===== src/rtl/decoder_pkg.sv =====
// ---------------------------------------------------------------------------
// decoder_pkg
//
// Shared definitions for the registered one-hot decoder slice.
//   state_e     : control state of decoder_seq (IDLE, DIRECT, SCAN)
//   N_DEFAULT   : default select width used by the slice
//   OUT_W       : one-hot width for the default select width (1 << N_DEFAULT)
//   MAX_N       : widest select width the onehot_of helper supports
//   onehot_of() : returns the one-hot image of a code for an n-bit select,
//                 right-justified in a MAX_OUT_W-bit vector
// ---------------------------------------------------------------------------
package decoder_pkg;

    typedef enum logic [1:0] {
        IDLE   = 2'd0,
        DIRECT = 2'd1,
        SCAN   = 2'd2
    } state_e;

    localparam int N_DEFAULT = 3;
    localparam int OUT_W     = 1 << N_DEFAULT;

    // Instances must keep N <= MAX_N; wider selects would need a bigger
    // helper vector.
    localparam int MAX_N     = 8;
    localparam int MAX_OUT_W = 1 << MAX_N;

    // Callers narrow the result to their own 2^n width with a size cast, so
    // the upper bits are never used for n < MAX_N.
    function automatic logic [MAX_OUT_W-1:0] onehot_of(input int unsigned code,
                                                       input int unsigned n);
        logic [MAX_OUT_W-1:0] vec;
        vec = '0;
        if ((n <= MAX_N) && (code < (32'd1 << n))) begin
            vec[code[MAX_N-1:0]] = 1'b1;
        end
        return vec;
    endfunction

endpackage


===== src/rtl/decoder_onehot.sv =====
// ---------------------------------------------------------------------------
// decoder_onehot
//
// Purely combinational N-to-2^N decoder with selectable output polarity.
//   code   in  N    code to decode (every value maps to exactly one line)
//   onehot out 2^N  decoded line; active-high, or active-low when ACT_LOW=1
// ---------------------------------------------------------------------------
module decoder_onehot
    import decoder_pkg::*;
#(
    parameter int N       = 3,
    parameter bit ACT_LOW = 1'b0
) (
    input  logic [N-1:0]      code,
    output logic [(1<<N)-1:0] onehot
);

    localparam int W = 1 << N;

    // Build the active-high one-hot from the shared helper, then invert the
    // whole vector when the consumer wants active-low lines.
    always_comb begin
        onehot = W'(onehot_of(32'(code), N));
        if (ACT_LOW) begin
            onehot = ~onehot;
        end
    end

endmodule


===== src/rtl/decoder_seq.sv =====
// ---------------------------------------------------------------------------
// decoder_seq
//
// Registered N-to-2^N one-hot decoder with valid/ready handshakes, a single
// entry output register with backpressure, and an autonomous scan mode that
// walks every code with a programmable dwell.
//
// Ports:
//   clk        in  1    rising-edge clock
//   rst        in  1    synchronous active-high reset
//   en         in  1    block enable (0 parks the control in IDLE)
//   mode       in  1    0 = direct decode of in_sel, 1 = scan
//   in_valid   in  1    in_sel carries a code
//   in_ready   out 1    block accepts in_sel this cycle
//   in_sel     in  N    code to decode
//   out_valid  out 1    out_onehot/out_code hold a decoded result
//   out_ready  in  1    consumer takes the result
//   out_onehot out 2^N  decoded one-hot, polarity set by ACT_LOW
//   out_code   out N    code that produced out_onehot
//   scan_wrap  out 1    one-cycle pulse when a scan load presents code 2^N-1
// ---------------------------------------------------------------------------
module decoder_seq
    import decoder_pkg::*;
#(
    parameter int N       = 3,
    parameter int DWELL   = 4,
    parameter bit ACT_LOW = 1'b0
) (
    input  logic              clk,
    input  logic              rst,
    input  logic              en,
    input  logic              mode,
    input  logic              in_valid,
    output logic              in_ready,
    input  logic [N-1:0]      in_sel,
    output logic              out_valid,
    input  logic              out_ready,
    output logic [(1<<N)-1:0] out_onehot,
    output logic [N-1:0]      out_code,
    output logic              scan_wrap
);

    localparam int W    = 1 << N;
    localparam int DW_W = (DWELL > 1) ? $clog2(DWELL) : 1;

    localparam logic [DW_W-1:0] DWELL_LAST = DW_W'(DWELL - 1);
    localparam logic [W-1:0]    INACTIVE   = ACT_LOW ? {W{1'b1}} : {W{1'b0}};

    state_e          state_q, state_d;
    logic            out_valid_q, out_valid_d;
    logic [N-1:0]    out_code_q, out_code_d;
    logic [W-1:0]    out_onehot_q, out_onehot_d;
    logic            scan_wrap_q, scan_wrap_d;
    logic [N-1:0]    scan_cnt_q, scan_cnt_d;
    logic [DW_W-1:0] dwell_q, dwell_d;

    logic            slot_free;
    logic            direct_ready;
    logic            direct_load;
    logic            scan_load;
    logic [N-1:0]    load_code;
    logic [W-1:0]    load_onehot;

    // Handshake view of the output register. The slot is free when it is
    // empty or being drained this cycle, which is what lets direct mode
    // sustain one transfer per clock. Only one source can load per cycle
    // because direct and scan loads belong to different states.
    always_comb begin
        slot_free    = !out_valid_q || out_ready;
        direct_ready = (state_q == DIRECT) && slot_free;
        direct_load  = direct_ready && in_valid;
        scan_load    = (state_q == SCAN) && (dwell_q == DWELL_LAST) && slot_free;
        load_code    = direct_load ? in_sel : scan_cnt_q;
    end

    assign in_ready = direct_ready;

    decoder_onehot #(
        .N       (N),
        .ACT_LOW (ACT_LOW)
    ) u_onehot (
        .code   (load_code),
        .onehot (load_onehot)
    );

    // Next-state logic for the control state, scan counters and the output
    // register. The state only moves while the slot is free, so en/mode
    // changes wait until a pending result has been taken. The dwell counter
    // parks at its last value while the consumer stalls, so the waiting scan
    // load fires on the first free cycle and no code is skipped.
    always_comb begin
        state_d      = state_q;
        dwell_d      = dwell_q;
        scan_cnt_d   = scan_cnt_q;
        out_valid_d  = out_valid_q;
        out_code_d   = out_code_q;
        out_onehot_d = out_onehot_q;
        scan_wrap_d  = 1'b0;

        if (slot_free) begin
            if (!en) begin
                state_d = IDLE;
            end else if (mode) begin
                state_d = SCAN;
            end else begin
                state_d = DIRECT;
            end
        end

        if (state_q == SCAN) begin
            if (dwell_q != DWELL_LAST) begin
                dwell_d = dwell_q + DW_W'(1);
            end else if (slot_free) begin
                dwell_d    = '0;
                scan_cnt_d = scan_cnt_q + N'(1);
            end
        end

        // A fresh entry into scan always restarts the walk from code 0.
        if ((state_d == SCAN) && (state_q != SCAN)) begin
            scan_cnt_d = '0;
            dwell_d    = '0;
        end

        if (direct_load || scan_load) begin
            out_valid_d  = 1'b1;
            out_code_d   = load_code;
            out_onehot_d = load_onehot;
            scan_wrap_d  = scan_load && (scan_cnt_q == {N{1'b1}});
        end else if (out_valid_q && out_ready) begin
            // out_code deliberately keeps the last delivered code.
            out_valid_d  = 1'b0;
            out_onehot_d = INACTIVE;
        end
    end

    // All state registers. Reset wins over everything, including a result
    // still waiting for out_ready, which is simply discarded.
    always_ff @(posedge clk) begin
        if (rst) begin
            state_q      <= IDLE;
            out_valid_q  <= 1'b0;
            out_code_q   <= '0;
            out_onehot_q <= INACTIVE;
            scan_wrap_q  <= 1'b0;
            scan_cnt_q   <= '0;
            dwell_q      <= '0;
        end else begin
            state_q      <= state_d;
            out_valid_q  <= out_valid_d;
            out_code_q   <= out_code_d;
            out_onehot_q <= out_onehot_d;
            scan_wrap_q  <= scan_wrap_d;
            scan_cnt_q   <= scan_cnt_d;
            dwell_q      <= dwell_d;
        end
    end

    assign out_valid  = out_valid_q;
    assign out_code   = out_code_q;
    assign out_onehot = out_onehot_q;
    assign scan_wrap  = scan_wrap_q;

endmodule


===== config.mk =====
export PLATFORM = sky130hd
export DESIGN_NAME = decoder_seq
export DESIGN_NICKNAME = d
export VERILOG_FILES = /design/src/rtl/decoder_pkg.sv /design/src/rtl/decoder_onehot.sv /design/src/rtl/decoder_seq.sv
export SDC_FILE = /design/constraint.sdc
export NUM_CORES = 1
export LEC_CHECK = 0
export ABC_AREA = 0
export CORE_UTILIZATION = 43
export CTS_CLUSTER_DIAMETER = 60
export DETAILED_ROUTE_END_ITERATION = 8
export HOLD_SLACK_MARGIN = 0.02
export MAX_ROUTING_LAYER = met4
export PLACE_DENSITY = 0.83
export SYNTH_ARGS = -nofsm -noshare
export SYNTH_HDL_FRONTEND = slang
export SYNTH_SLANG_ARGS = --single-unit

===== constraint.sdc =====
create_clock -name clk -period 1.4 [get_ports clk]
set_input_delay 0.21 -clock clk [delete_from_list [all_inputs] [get_ports clk]]
set_output_delay 0.21 -clock clk [all_outputs]
set_load 0.02 [all_outputs]

Word-level counts from Yosys, hierarchy flattened
Cells that the tools add are included.
- divide/modulo/power cells: 0
- mux-type cells: 12
- multiply operators: 0
- equal/unequal tests: 7
- shifts and indexed selects: 0
- add/subtract/negate cells: 2
- reductions and logical operators: 17
- bitwise gates (word level): 2
- $lt $le $gt $ge: 2
- operators by type and width (operator ; count):
    8-bit two-way mux ; 2
    2-bit two-way mux ; 5
    3-bit by 9-bit less-than comparator with 1-bit output, second input constant ; 1
    1-bit logical AND ; 8
    2-bit == test, second input constant ; 3
    2-bit != test, second input constant ; 2
    2-bit nonzero test ; 2
    2-bit OR reduction ; 2
    3-bit by 1-bit adder with 3-bit output, second input constant ; 1
    1-bit demux with 3-bit select ; 1
    3-bit == test, second input constant ; 1
    3-bit by 1-bit greater-or-equal comparator with 1-bit output, second input constant ; 1
    1-bit two-way mux ; 3
    3-bit two-way mux ; 1
    3-bit AND reduction ; 1
    2-bit by 1-bit adder with 2-bit output, second input constant ; 1
    2-bit by 1-bit == test with 1-bit output, second input constant ; 1
    1-bit logical OR ; 2
    1-bit inverter ; 2
    2-bit AND reduction ; 1
    1-bit zero test ; 1
- logic and storage cells: 49
- memory bits (read-only): 0
- input port bits: 9
- register bits after elaboration: 20
- bits in latches: 0
- memories kept: 0
- bits in writable memories: 0

Depth between registers and ports, before layout
- depth after elaboration: 10
- gate-level depth with buffers: 5

Cells and area by module
Synthesis repeated with hierarchy kept, for this count alone.
- cells, all modules: 115
- area total of the unflattened synthesis: 1054.8 um^2
- modules (own cells, without submodules) (module ; instances ; cells an instance ; area each (um^2)):
    decoder_seq ; 1 ; 107 ; 989.7
    decoder_onehot ; 1 ; 8 ; 65.1

Worst setup path before layout
No wires, ideal clock.
- kind: reg-to-reg
- start: reg out_valid_q (netlist: out_valid)
- end: reg out_onehot_q[4] (netlist: out_onehot[4])
- setup time: 117 ps
- data arrival time: 1357 ps
- cell stages (with the launch flop): 6
- path slack: -74 ps
- cell sequence: dfxtp_1 -> nor2b_4 -> buf_6 -> nor3_1 -> o21ba_1 -> a22o_2
- longest elaborated chain between the ends: 10
- ends and longest elaborated chain (item ; RTL line ; RTL):
    start: declaration ; decoder_seq.sv:50 ; logic out_valid_q, out_valid_d;
    start signal: assignment ; decoder_seq.sv:150 ; out_valid_q <= out_valid_d;
    1-bit zero test ; decoder_seq.sv:69 ; slot_free = !out_valid_q || out_ready;
    1-bit logical OR ; decoder_seq.sv:69 ;
    1-bit logical AND ; decoder_seq.sv:70 ; direct_ready = (state_q == DIRECT) && slot_free;
    1-bit logical AND ; decoder_seq.sv:71 ; direct_load = direct_ready && in_valid;
    3-bit two-way mux ; decoder_seq.sv:73 ; load_code = direct_load ? in_sel : scan_cnt_q;
    3-bit by 9-bit less-than comparator with 1-bit output (not written as such) / 3-bit by 1-bit greater-or-equal comparator with 1-bit output (equally long branches) ; decoder_pkg.sv:35 ; vec[code[MAX_N-1:0]] = 1'b1;
    1-bit logical AND (not written as such) ; decoder_pkg.sv:35 ;
    1-bit two-way mux (not written as such) ; decoder_pkg.sv:35 ;
    1-bit demux with 3-bit select ; -- ;
    8-bit two-way mux ; decoder_seq.sv:125 ; if (direct_load || scan_load) begin
    end signal: assignment ; decoder_seq.sv:152 ; out_onehot_q <= out_onehot_d;
    end: declaration ; decoder_seq.sv:52 ; logic [W-1:0] out_onehot_q, out_onehot_d;
Several ways; a longest one is shown, not always the timed one.
A chain may end at the register's enable or synchronous reset.

Final worst setup path
- start: reg out_valid_q (netlist: out_valid)
- end: reg out_onehot_q[5] (netlist: out_onehot[5])
The elaborated chain is that of the path after synthesis.

==> summary.txt <==
Outcome
  • Outcome: finished, final reports clean

Layout
  • Area Growth Syn to Fin: 46.6%
  • Final cell count without fillers: ~170
  • Inserted Diodes: 0
  • Fillers: about 180
  • Layout net count: 151
  • Fin area: about 1400 µm²
  • Area occupied by registers: between 400 and 500 µm²
  • Layout cells sized above 1: 0.341
  • Area of the multi-input gates: roughly 580 µm²

Synthesis
  • Synth Area per Inst: approximately 10 µm²
  • Part of the Yosys area used for sequential elements: 0.415
  • Largest area contributor in the netlist: dfxtp_1
  • Async SR Flop Fraction: 0
  • Mapped Area: approximately 970 µm²
  • Synth Instances: 95
  • Synth top area cells: dfxtp_1 (41%), a22o_2 (5.2%), nand2_1 (4.3%)
  • Yosys reg bits: 20
  • Count leader, synth: dfxtp_1
  • Yosys cell types: 34
  • Top_reg_cell synth: dfxtp_1
  • Syn nets: roughly 110
  • Yosys warns: 0
  • Post-synth top area share: 0.415
  • Commonest cells post-synth: dfxtp_1 (20), nand2_1 (11), nor2_1 (9)
  • Post-synth EDFFs: 0

STA
  • Relative slew slack: 0.770
  • Setup TNS: 0 ns
  • Fmax: between 700 and 800 MHz
  • Max-slew violation count: 0
  • Clock Skew: a little under 0.006 ns
  • Fin crit share: 0.962
  • RSZ-0062 raised after global routing: yes
  • Final Hold Fails: 0
  • Final setup violation count: 0
  • Worst-margin pin slew: around 0.34 ns
  • Fin crit period: about 1.3 ns

Flow run
  • Max-cap violations: 0

Global routing
  • Total grt overflow: 0
  • Vias in the first global route: between 900 and 1000
  • Pin count of the biggest net entering global routing: 13
  • GRT Util Overall: 0.204
  • Global-route wire length before repair: 3.81 mm
  • Initial antenna violation count: 0

Worst setup path
  • Crit path buffers/inverters: 1
  • Critical Path Max Stage Delay: around 0.35 ns
  • CP Launch Type: flip-flop
  • CP endpoint kind: flip-flop
  • Cell Chain, Critical Path: nor2b_4 -> buf_8 -> a21oi_4 -> a211oi_4 -> a22o_2
  • Crit path DAT: around 1.6 ns
  • Crit-path leading delay family: compound AO/OA/AOI/OAI gates
  • Worst EP required: between 1.5 and 2 ns
  • Worst-path fanout max: 12
  • CP max-delay cell: a211oi_4
  • Crit Path Category: flip-flop to flip-flop

Clocking
  • Clock-pin transition on the worst setup and hold timing paths: 0.12 ns
  • Worst-Skew Late Latency: a little under 0.3 ns
  • CTS max path bufs: 2
  • Root Buffer: clkbuf_4
  • CTS buffer count: 3
  • CTS sink count: 20
  • Hold buffers post-CTS: 0
  • CTS tree: yes
  • H-Tree Level Count: 1

Placement
  • DP Area: 1340 µm²
  • Port Buffers: 22
  • HPWL Detailed: between 1.5 and 2 mm
  • Inst Count DP: 160
  • RePlAce Congestion: roughly 0.82

Routing
  • Total number of vias: about 860
  • Final wirelength: about 2.1 mm
  • First drt pass iteration count: 4
  • DR DRC count: 0
  • Vias per Instance: between 5 and 6
  • Antenna-violating nets left: 0
  • Wire length per cell: around 13 µm
  • Initial DRC count: 23

Power
  • Peak supply drop: ~0.7 mV
  • Pwr dens: a little over 800 nW/µm²
  • Final Total Pwr: 1.18 mW
  • Leak: approximately 0.66 nW

Die
  • Core Region: between 2000 and 2500 µm²
  • Io pins: 23
  • Die width: 49.4 µm
  • Die height: 49.4 µm
  • Cell row count: 16
  • Die area: about 2400 µm²
  • Starting Density: 0.473

Min path
  • Hold Crit Class: flip-flop to flip-flop
[where the power goes]
group | switching [mW] | internal [mW]
combinational | 0.0611 | 0.0657
sequential | 0.00552 | 0.578
clock | 0.178 | 0.289
[kinds of logic after synthesis]
kind of cell | after synthesis | share of synthesized area
DFF | 20 | 0.415
and+or+nand+nor | 40 | 0.256
muxes | 3 | 0.0363
AOI/OAI and AO/OA | 26 | 0.229
xor gates and xnor gates | 1 | 0.00907
buffers and inverters | 2 | 0.0155
adders and majority gates | 3 | 0.0389
[worst paths after layout]
check,slack (ns),to,start,depth (start not counted)
setup / recovery,0.05,out_onehot[5]$_SDFFE_PP0P_,out_valid$_SDFFE_PP0P_,5
hold / removal,0.50,out_onehot[0]$_SDFFE_PP0P_,out_onehot[0]$_SDFFE_PP0P_,1
setup reg to reg,0.05,out_onehot[5]$_SDFFE_PP0P_,out_valid$_SDFFE_PP0P_,5
hold reg to reg,0.50,out_onehot[0]$_SDFFE_PP0P_,out_onehot[0]$_SDFFE_PP0P_,1
[metal layers]
| layer | vias up | routed length, µm | global-route usage |
|---|---|---|---|
| met2 | 22 | 1160 | 0.374 |
| met1 | 398 | 901 | 0.231 |
| met5 | - | 0 | - |
| met4 | 0 | 10 | 0.0571 |
| li1 | 441 | - | - |
| met3 | 2 | 76 | 0.0218 |
[registers in the layout, summed over array words and instances, names as in the netlist]
| name | count |
|---|---|
| out_valid | 1 |
| out_onehot | 8 |
| state_q | 2 |
| scan_wrap | 1 |
| dwell_q | 2 |
| out_code | 3 |
| scan_cnt_q | 3 |
[repair_timing]
action | in CTS | in global routing
pin swaps | 2 | 10
endpoints found under the setup margin | 22 | 14
setup buffers | 0 | 1
resized for setup | 23 | 8
[area by class of cell]
| cell class | instances | share of cell area |
|---|---|---|
| Clock inverter | 1 | 0.0212 |
| Timing Repair Buffer | 41 | 0.246 |
| Clock buffer | 3 | 0.0159 |
| Tap cell | 27 | 0.0239 |
| Sequential cell | 20 | 0.287 |
| Multi-Input combinational cell | 73 | 0.406 |
[cells in the final DEF (no fill, tap or decap), drive strengths merged, types with 2 or more instances in the layout]
cell type       n
o21ai           4
nor3            3
a311oi          2
nand2          11
a21oi           6
a22o            8
ha              3
dfxtp          20
nor2           10
clkdlybuf4s50   7
nand3b          3
nand2b          3
a211oi          2
dlygate4sd2    14
mux2i           2
nand4b          3
buf            20
clkbuf          3
[stage by stage]
| stage | setup slack [ns] | util | hold WS, ns |
|---|---|---|---|
| 5_1_grt | -0.0166 | 0.694 | 0.520 |
| 6_report | 0.0532 | 0.694 | 0.496 |
| 2_1_floorplan | 0.0213 | - | 0.362 |
| 3_3_place_gp | -0.422 | 0.657 | 0.462 |
| 4_1_cts | 0.00711 | 0.680 | 0.498 |
| 3_5_place_dp | -0.423 | 0.657 | 0.474 |
Note: power is estimated with default switching activity, not from simulation.
